File: src/rtl/packet_write_arbiter.sv
// Packet write arbiter: selects one of NUM_PORTS packet sources by strict priority or
// weighted round robin and forwards that source's beats, one whole packet at a time.
module packet_write_arbiter #(
    parameter int NUM_PORTS = 16,
    parameter int DATA_W    = 64,
    parameter int PRI_W     = 3,
    parameter int DES_W     = 4
) (
    input  logic                        clk,
    input  logic                        rst,
    input  logic                        sp0_wrr1,
    input  logic [NUM_PORTS-1:0]        vld,
    input  logic [NUM_PORTS-1:0]        sop,
    input  logic [NUM_PORTS-1:0]        eop,
    input  logic [NUM_PORTS*DATA_W-1:0] data_in_p,
    output logic [NUM_PORTS-1:0]        next_data,
    input  logic                        out_ready,
    output logic                        out_vld,
    output logic                        out_sop,
    output logic                        out_eop,
    output logic [DATA_W-1:0]           out_data,
    output logic [DES_W-1:0]            out_des,
    output logic                        busy,
    output logic                        pkt_err
);
    localparam int IDX_W = (NUM_PORTS > 1) ? $clog2(NUM_PORTS) : 1;

    typedef enum logic {IDLE = 1'b0, XFER = 1'b1} state_t;

    state_t               state;
    logic [IDX_W-1:0]     grant;
    logic [IDX_W-1:0]     ptr;
    logic [PRI_W-1:0]     credit;
    logic                 first_beat;

    logic [DATA_W-1:0]    chan_data [NUM_PORTS];
    logic [PRI_W-1:0]     chan_pri  [NUM_PORTS];
    logic [NUM_PORTS-1:0] req;

    logic [IDX_W-1:0]     sp_win;
    logic [PRI_W-1:0]     sp_best;
    logic                 sp_found;
    logic [IDX_W-1:0]     rr_win;
    logic [IDX_W-1:0]     scan_idx;
    logic                 rr_found;
    logic [PRI_W-1:0]     rr_left;
    logic [IDX_W-1:0]     ptr_next;
    logic [PRI_W-1:0]     credit_next;
    logic [IDX_W-1:0]     win;
    logic                 accept;

    always_comb begin
        for (int i = 0; i < NUM_PORTS; i++) begin
            chan_data[i] = data_in_p[i*DATA_W +: DATA_W];
            chan_pri[i]  = chan_data[i][DES_W +: PRI_W];
        end
    end

    assign req = vld & sop;

    // Strictly-greater compare keeps the lowest index on equal priorities.
    always_comb begin
        sp_win   = '0;
        sp_best  = '0;
        sp_found = 1'b0;
        for (int i = 0; i < NUM_PORTS; i++) begin
            if (req[i] && (!sp_found || chan_pri[i] > sp_best)) begin
                sp_win   = IDX_W'(i);
                sp_best  = chan_pri[i];
                sp_found = 1'b1;
            end
        end
    end

    always_comb begin
        rr_win   = '0;
        rr_found = 1'b0;
        scan_idx = '0;
        for (int k = 0; k < NUM_PORTS; k++) begin
            scan_idx = IDX_W'((int'(ptr) + k) % NUM_PORTS);
            if (!rr_found && req[scan_idx]) begin
                rr_win   = scan_idx;
                rr_found = 1'b1;
            end
        end
    end

    // Credit is the number of further back-to-back packets the channel at ptr may still send;
    // any other winner (or an exhausted ptr channel) starts a fresh quota of pri+1 packets.
    always_comb begin
        if (rr_win == ptr && credit != '0)
            rr_left = credit - 1'b1;
        else
            rr_left = chan_pri[rr_win];
        if (rr_left != '0) begin
            ptr_next    = rr_win;
            credit_next = rr_left;
        end else begin
            ptr_next    = (rr_win == IDX_W'(NUM_PORTS - 1)) ? '0 : rr_win + 1'b1;
            credit_next = '0;
        end
    end

    assign win = sp0_wrr1 ? rr_win : sp_win;

    always_comb begin
        next_data = '0;
        if (state == XFER)
            next_data[grant] = !out_vld || out_ready;
    end

    assign accept = (state == XFER) && vld[grant] && next_data[grant];
    assign busy   = (state == XFER);

    always_ff @(posedge clk or posedge rst) begin
        if (rst) begin
            state      <= IDLE;
            grant      <= '0;
            ptr        <= '0;
            credit     <= '0;
            first_beat <= 1'b0;
            out_vld    <= 1'b0;
            out_sop    <= 1'b0;
            out_eop    <= 1'b0;
            out_data   <= '0;
            out_des    <= '0;
            pkt_err    <= 1'b0;
        end else begin
            pkt_err <= 1'b0;
            if (accept) begin
                out_vld  <= 1'b1;
                out_sop  <= sop[grant];
                out_eop  <= eop[grant];
                out_data <= chan_data[grant];
            end else if (out_vld && out_ready) begin
                out_vld <= 1'b0;
            end
            case (state)
                IDLE: begin
                    if (|req) begin
                        state      <= XFER;
                        grant      <= win;
                        first_beat <= 1'b1;
                        if (sp0_wrr1) begin
                            ptr    <= ptr_next;
                            credit <= credit_next;
                        end
                    end
                end
                XFER: begin
                    if (accept) begin
                        first_beat <= 1'b0;
                        if (first_beat)
                            out_des <= chan_data[grant][DES_W-1:0];
                        else if (sop[grant])
                            pkt_err <= 1'b1;
                        if (eop[grant])
                            state <= IDLE;
                    end
                end
                default: state <= IDLE;
            endcase
        end
    end
endmodule

File: config.mk
export PLATFORM = sky130hd
export DESIGN_NAME = packet_write_arbiter
export DESIGN_NICKNAME = d
export VERILOG_FILES = /design/src/rtl/packet_write_arbiter.sv
export SDC_FILE = /design/constraint.sdc
export NUM_CORES = 1
export LEC_CHECK = 0
export ABC_AREA = 1
export CORE_AREA = 2 2 455 457
export DETAILED_ROUTE_END_ITERATION = 7
export DIE_AREA = 0 0 457 459
export PLACE_DENSITY_LB_ADDON = 0.08
export SLEW_MARGIN = 20
export SYNTH_ARGS = -nofsm -noshare
export SYNTH_HDL_FRONTEND = slang
export SYNTH_SLANG_ARGS = --single-unit
File: constraint.sdc
create_clock -name clk -period 6.4 [get_ports clk]
set_clock_uncertainty 0.2 [all_clocks]
set_input_delay 0.96 -clock clk [delete_from_list [all_inputs] [get_ports clk]]
set_output_delay 0.96 -clock clk [all_outputs]
set_load 0.02 [all_outputs]
==> flow_metrics.env, run 1 <==
export IMPL_grt_max_degree=71
export IMPL_violations="setup timing"
export IMPL_leakage_nw=12.63
export IMPL_hold_viol=0
export IMPL_r2r_start="ptr[1]"
export IMPL_core_area_mm2=0.2056
export IMPL_layout_cells_non_filler=6304
export IMPL_syn_inst=2205
export IMPL_htree_levels=3
export IMPL_grt_ovfl_total=0
export IMPL_hold_class="reg -> reg"
export IMPL_first_global_vias=24523
export IMPL_cap_violations=0
export IMPL_synth_fp_nets=3328
export IMPL_drcViolationCount=0
export IMPL_clock_sinks=85
export IMPL_viasPerCell=3.737
export IMPL_gp_congestion=0.8059
export IMPL_cts_buffers=9
export IMPL_crit_type="in -> reg"
export IMPL_dp_hpwl_mm=165.6
export IMPL_nFillCells=23662
export IMPL_ys_seq_area_frac=0.1512
export IMPL_ir_drop_uv=380.3
export IMPL_dr_pass1_iters=5
export IMPL_drv_slew=0
export IMPL_min_from="out_data[1]"
export IMPL_whs_endpoint="out_data[1]"
export IMPL_power_density_mw_per_mm2=527.6
export IMPL_port_buffers=1164
export IMPL_yosys_warnings=0
export IMPL_rsz0062_at_grt="true"
export IMPL_ys_top_cells_by_area="a22oi_1 (28%), dfrtp_1 (15%), nand2_1 (14%)"
export IMPL_ios=1165
export IMPL_arrival_ns=15.64
export IMPL_rows=167
export IMPL_drive_gt1_frac=0.1812
export IMPL_final_util=0.1579
export IMPL_fp_dieH_um=459
export IMPL_post_route_period_util=2.428
export IMPL_vias=23555
export IMPL_ant_nets=0
export IMPL_die_w_um=457
export IMPL_drt_iter0_markers=1191
export IMPL_relSlewSlack=0.1409
export IMPL_clk_pin_slew_ns=0.08
export IMPL_cp_data_required_time_ns=6.50
export IMPL_power_mw=17.13
export IMPL_worst_slack_ns=-9.141
export IMPL_r2r_end="ptr[0]"
export IMPL_area_growth_pct=130.8
export IMPL_root_buffer="clkbuf_16"
export IMPL_slowest_stage="ha_1"
export IMPL_grt_pass1_wl_mm=245.9
export IMPL_synth_area_per_cell_um2=6.380
export IMPL_worst_slew_pin_slew_ns=1.289
export IMPL_worstSkewPairLatency_ns=0.42
export IMPL_critPathMaxFanout=8
export IMPL_holdWs_ns=0.2853
export IMPL_yosys_area_top_type="a22oi_1"
export IMPL_critPathMaxStageDelay_ns=0.33
export IMPL_place_inst=6172
export IMPL_start_util=0.06842
export IMPL_cp_common_cell="nand2_2"
export IMPL_finalSetupViolCount=4
export IMPL_antenna_found_initial=122
export IMPL_crit_path_start_kind="input pin"
export IMPL_drt_wirelength_per_cell_um=30.74
export IMPL_min_period_ns=15.54
export IMPL_timing_fmax_ghz=0.06435
export IMPL_wirelength_mm=193.8
export IMPL_grt_util_all_layers=0.1769
export IMPL_synth_area_mm2=0.01407
export IMPL_synth_distinct_cells=55
export IMPL_cts_tree="yes"
export IMPL_die_area_mm2=0.2098
export IMPL_synth_top_area_frac=0.2796
export IMPL_fin_nets=4699
export IMPL_outcome="complete, but fails checks"
export IMPL_r2r_slack_ns=0.64
export IMPL_ff2ff_path_depth=35
export IMPL_crit_path_end_kind="flop"
export IMPL_cts_path_max_buffers=2
export IMPL_setup_tns_ns=-36.38
export IMPL_hold_depth=2
export IMPL_synth_seq_cells=85
-- flip-flops by register name (all words and copies together), names as in the netlist --
register    flops
pkt_err         1
out_sop         1
out_des         4
out_vld         1
first_beat      1
out_eop         1
ptr             4
busy            1
grant           4
credit          3
out_data       64
-- through the flow --
step                area, µm²  worst slack [ns]
floorplan               14240            -8.721
global placement        30810            -11.01
detailed placement      30820            -11.18
CTS                     31860            -9.144
global route            32430            -10.34
finish                  32470            -9.141
-- cell families (layout without fill, tap and decap cells) --
logic type / Yosys count / in the layout / synth area share
and+or+nand+nor: 787 / 787 / 0.2305
AOI/OAI and AO/OA: 955 / 955 / 0.4774
DFF: 85 / 85 / 0.1512
other: 0 / 19 / 0
adders and majority gates: 47 / 47 / 0.04180
muxes: 4 / 4 / 0.003201
xor gates and xnor gates: 6 / 6 / 0.004803
buffers and inverters: 321 / 1697 / 0.09107
-- cell usage after synthesis, drive strengths merged --
| master | number |
|---|---|
| o21bai | 2 |
| o21ai | 134 |
| o41ai | 2 |
| buf | 49 |
| xnor2 | 3 |
| nand2 | 546 |
| o2111ai | 4 |
| a21oi | 85 |
| a2111o | 5 |
| nor3 | 8 |
| or2 | 5 |
| nor2 | 147 |
| ha | 47 |
| inv | 142 |
| o22ai | 6 |
| a31oi | 66 |
| xor2 | 3 |
| nand3b | 2 |
| o211ai | 4 |
| a21boi | 46 |
| nand4 | 5 |
| o21a | 3 |
| a221oi | 57 |
| dfrtp | 85 |
| clkinv | 3 |
| a22oi | 524 |
| and2 | 2 |
| mux2 | 4 |
| o221ai | 14 |
| nand3 | 71 |
| clkbuf | 127 |
| a22o | 3 |
| nor4 | 1 |
-- cell type report --
type                            instances  area, µm²  area share
Sequential cell                        85       2127     0.06551
Multi-Input combinational cell       1799      11460      0.3530
Clock inverter                          6      46.29    0.001426
Antenna cell                           19      47.55    0.001464
Timing Repair Buffer                 1536      14600      0.4497
Clock buffer                           10      229.0    0.007052
Tap cell                             2704       3383      0.1042
Inverter                              145      574.3     0.01769
-- layout by cell type (no fill, tap or decap), types with 52 or more instances in the layout --
cell             netlist  routed
clkdlybuf4s50_1        0    1148
a22oi_1              524     524
nand2_1              522     467
buf_4                  2     357
nor2_1               143     129
inv_1                116     100
dfrtp_1               85      85
a21oi_1               79      72
a31oi_1               65      65
a221oi_1              57      57
nand2_2               21      54
nand3_1               69      52
-- critical path: cells and delay by family --
family | cells | cell delay (ns)
compound gates | 34 | 3.31
fa+ha+maj | 14 | 3.84
buf+inv | 21 | 1.79
simple gates | 70 | 5.65
-- layer usage --
layer / routed length (µm) / track usage
met3: 12610 / 0.04871
met5: 361 / 0
met2: 104000 / 0.3400
met4: 2345 / 0.02170
met1: 74440 / 0.1959
-- worst max path at each step --
stage                        startpoint       end  slack (ns)  depth (start not counted)
after floorplan                  vld[0]  grant[3]       -8.72                        142
after global placement           vld[0]  grant[3]      -11.01                        141
after detailed placement         vld[0]  grant[3]      -11.18                        138
after CTS                        vld[0]  grant[3]       -9.14                        142
after global routing             vld[0]  grant[3]      -10.34                        142
final                     data_in_p[70]  grant[3]       -9.14                        139
-- timing repair --
item                                    in CTS  in global routing
pin swaps                                   97                 98
setup buffers                               77                 18
hold buffers                                 0                  0
gates resized for setup                     88                124
endpoints found under the setup margin       4                 11
-- power breakdown --
group / internal, mW / switching (mW) / total (mW)
clock network: 0.268 / 0.355 / 0.623
registers: 0.836 / 0.222 / 1.06
logic: 5.64 / 9.81 / 15.4
(Power assumes the default switching activity.)
==> inputs of run 2 (changes only) <==
--- a/config.mk
+++ b/config.mk
@@ -6,9 +6,11 @@
 export NUM_CORES = 1
 export LEC_CHECK = 0
 export ABC_AREA = 1
-export CORE_AREA = 2 2 455 457
+export CELL_PAD_IN_SITES_DETAIL_PLACEMENT = 2
+export CELL_PAD_IN_SITES_GLOBAL_PLACEMENT = 2
+export CORE_AREA = 2 2 453 455
 export DETAILED_ROUTE_END_ITERATION = 7
-export DIE_AREA = 0 0 457 459
+export DIE_AREA = 0 0 455 457
 export PLACE_DENSITY_LB_ADDON = 0.08
 export SLEW_MARGIN = 20
 export SYNTH_ARGS = -nofsm -noshare
==> run 2 against run 1 <==
Effect of this change:
- first-iteration DRC count decreased by 17%
- sequential power about the same
- critical endpoint unchanged
- highest routed layer unchanged
- the flow still finishes with violations (setup timing)
- clock-buffer cell count decreased by 1
- total power increased by 0.27%
- die area decreased by 0.87%
- worst hold slack got worse by 0.037 ns
- critical path type unchanged
- worst setup slack got worse by 0.072 ns
- clock power increased by 3.2%
==> flow_metrics.env, run 2 (synthesis results as in run 1) <==
export IMPL_outcome="complete, but fails checks"
export IMPL_violations="setup timing"
export IMPL_ant_nets=0
export IMPL_cp_data_required_time_ns=6.56
export IMPL_die_area_mm2=0.2079
export IMPL_htree_levels=3
export IMPL_worst_slack_ns=-9.213
export IMPL_critPathMaxStageDelay_ns=0.30
export IMPL_hold_buffers=0
export IMPL_grt_util_all_layers=0.1889
export IMPL_layout_common_cells="clkdlybuf4s50_1 (1,153), a22oi_1 (524), nand2_1 (465), buf_4 (314), nor2_1 (127)"
export IMPL_power_density_mw_per_mm2=529.1
export IMPL_relSlewSlack=0.1889
export IMPL_met3_length_mm=11.03
export IMPL_gp_congestion=0.8108
export IMPL_worstSkewPairLatency_ns=0.43
export IMPL_root_buffer="clkbuf_16"
export IMPL_post_route_period_util=2.440
export IMPL_wirelength_mm=204.5
export IMPL_placed_cell_area_mm2=0.03098
export IMPL_met1Wirelength_mm=79.87
export IMPL_ir_drop_uv=372.6
export IMPL_vias=23891
export IMPL_largest_reg_flops=64
export IMPL_viasPerCell=3.820
export IMPL_slowest_stage="ha_1"
export IMPL_drcViolationCount=0
export IMPL_ios=1165
export IMPL_regMostFlops="out_data"
export IMPL_design_area_mm2=0.03246
export IMPL_top_layer_used="met5"
export IMPL_dp_hpwl_mm=177.3
export IMPL_hold_viol=0
export IMPL_fp_dieH_um=457
export IMPL_port_buffers=1164
export IMPL_cts_buffers=9
export IMPL_first_global_vias=26161
export IMPL_start_util=0.06919
export IMPL_cp_top_family="simple AND/OR/NAND/NOR gates"
export IMPL_dp_slack_ns=-11.76
export IMPL_leakage_nw=12.46
export IMPL_cp_common_cell="nand2_2"
export IMPL_drv_slew=0
export IMPL_wl_met2_mm=110.6
export IMPL_drt_iter0_markers=990
export IMPL_grt_max_degree=85
export IMPL_cts_path_max_buffers=2
export IMPL_cap_violations=0
export IMPL_crit_type="in -> reg"
export IMPL_drt_wirelength_per_cell_um=32.69
export IMPL_clk_pin_slew_ns=0.09
export IMPL_worst_slew_pin_slew_ns=1.217
export IMPL_core_area_mm2=0.2033
export IMPL_antenna_found_initial=128
export IMPL_grt_pass1_wl_mm=261.0
export IMPL_finalSetupViolCount=4
export IMPL_final_util=0.1596
export IMPL_rows=166
export IMPL_timing_fmax_ghz=0.06405
export IMPL_critPathMaxFanout=7
export IMPL_crit_path_end_kind="flop"
export IMPL_critPathBufInv=17
export IMPL_hold_class="reg -> reg"
export IMPL_layout_cells_most_common="clkdlybuf4s50_1"
export IMPL_grt_ovfl_total=0
export IMPL_cts_tree="yes"
export IMPL_area_growth_pct=130.7
export IMPL_crit_path_start_kind="input pin"
export IMPL_clock_sinks=85
export IMPL_drive_gt1_frac=0.1778
export IMPL_fin_nets=4667
export IMPL_rsz0062_at_grt="true"
export IMPL_dr_pass1_iters=5
export IMPL_arrival_ns=15.77
export IMPL_die_w_um=455
export IMPL_min_period_ns=15.61
export IMPL_holdWs_ns=0.2484
## run 2: timing repair
item                                   in CTS  in global routing
pin swaps                                  79                101
resized for setup                         106                121
endpoints found under the hold margin       0                  0
buffers inserted                           34                 20
setup endpoints to repair                   4                  8
## run 2: worst reg2reg max path: cells and delay by family, from the launching register on
family	cells	cell delay, ns
buffers and inverters	13	1.50
adder cells (fa/ha/maj)	1	0.27
XOR/XNOR	1	0.37
flip-flops	1	0.41
AND/OR/NAND/NOR	18	2.09
AO/OA/AOI/OAI	6	0.81
## run 2: area by class of cell
type	instances	area (µm²)
diodes	18	45.04
multi-input cells	1799	11580
flip-flops and latches	85	2127
clock inverters	7	63.81
repair buffers	1504	14470
fillers	23749	170900
well taps	2688	3363
clock buffers	9	225.2
inverters	145	583.1
## run 2: layer usage
layer  global-route usage  vias up
li1                     -    10893
met1               0.2112    11915
met2               0.3651      748
met3              0.04397      243
met4              0.02206       92
met5                    0        -
## run 2: worst paths after layout
check | end | depth (start not counted) | slack, ns | start
max | grant[3] | 142 | -9.21 | vld[0]
min | pkt_err | 1 | 0.25 | first_beat
max reg2reg | ptr[2] | 39 | 0.65 | ptr[0]
min reg2reg | pkt_err | 1 | 0.25 | first_beat
max in group asynchronous | out_data[47] | 3 | 4.39 | rst
min in group asynchronous | out_data[57] | 2 | 0.67 | rst
## run 2: where the power goes
| group | leakage (nW) | switching [mW] | total, mW | internal, mW |
|---|---|---|---|---|
| logic | 11.3 | 9.72 | 15.5 | 5.77 |
| clock network | 0.142 | 0.367 | 0.643 | 0.275 |
| registers | 0.990 | 0.207 | 1.04 | 0.837 |
| total | 12.5 | 10.3 | 17.2 | 6.88 |
## run 2: metrics by stage
step	setup TNS [ns]	power, mW	cells
2_1_floorplan	-34.74	8.182	2205
3_3_place_gp	-45.47	16.55	6166
3_5_place_dp	-47.71	16.51	6167
4_1_cts	-38.14	17.45	6217
5_1_grt	-42.61	18.75	6242
6_report	-36.74	17.18	6255
==> inputs of run 3 (changes only) <==
--- a/config.mk
+++ b/config.mk
@@ -11,6 +11,7 @@
 export CORE_AREA = 2 2 453 455
 export DETAILED_ROUTE_END_ITERATION = 7
 export DIE_AREA = 0 0 455 457
+export GPL_ROUTABILITY_DRIVEN = 1
 export PLACE_DENSITY_LB_ADDON = 0.08
 export SLEW_MARGIN = 20
 export SYNTH_ARGS = -nofsm -noshare
==> results of run 3 <==
Same layout as run 2: the final DEF is identical, and so are final timing and power.
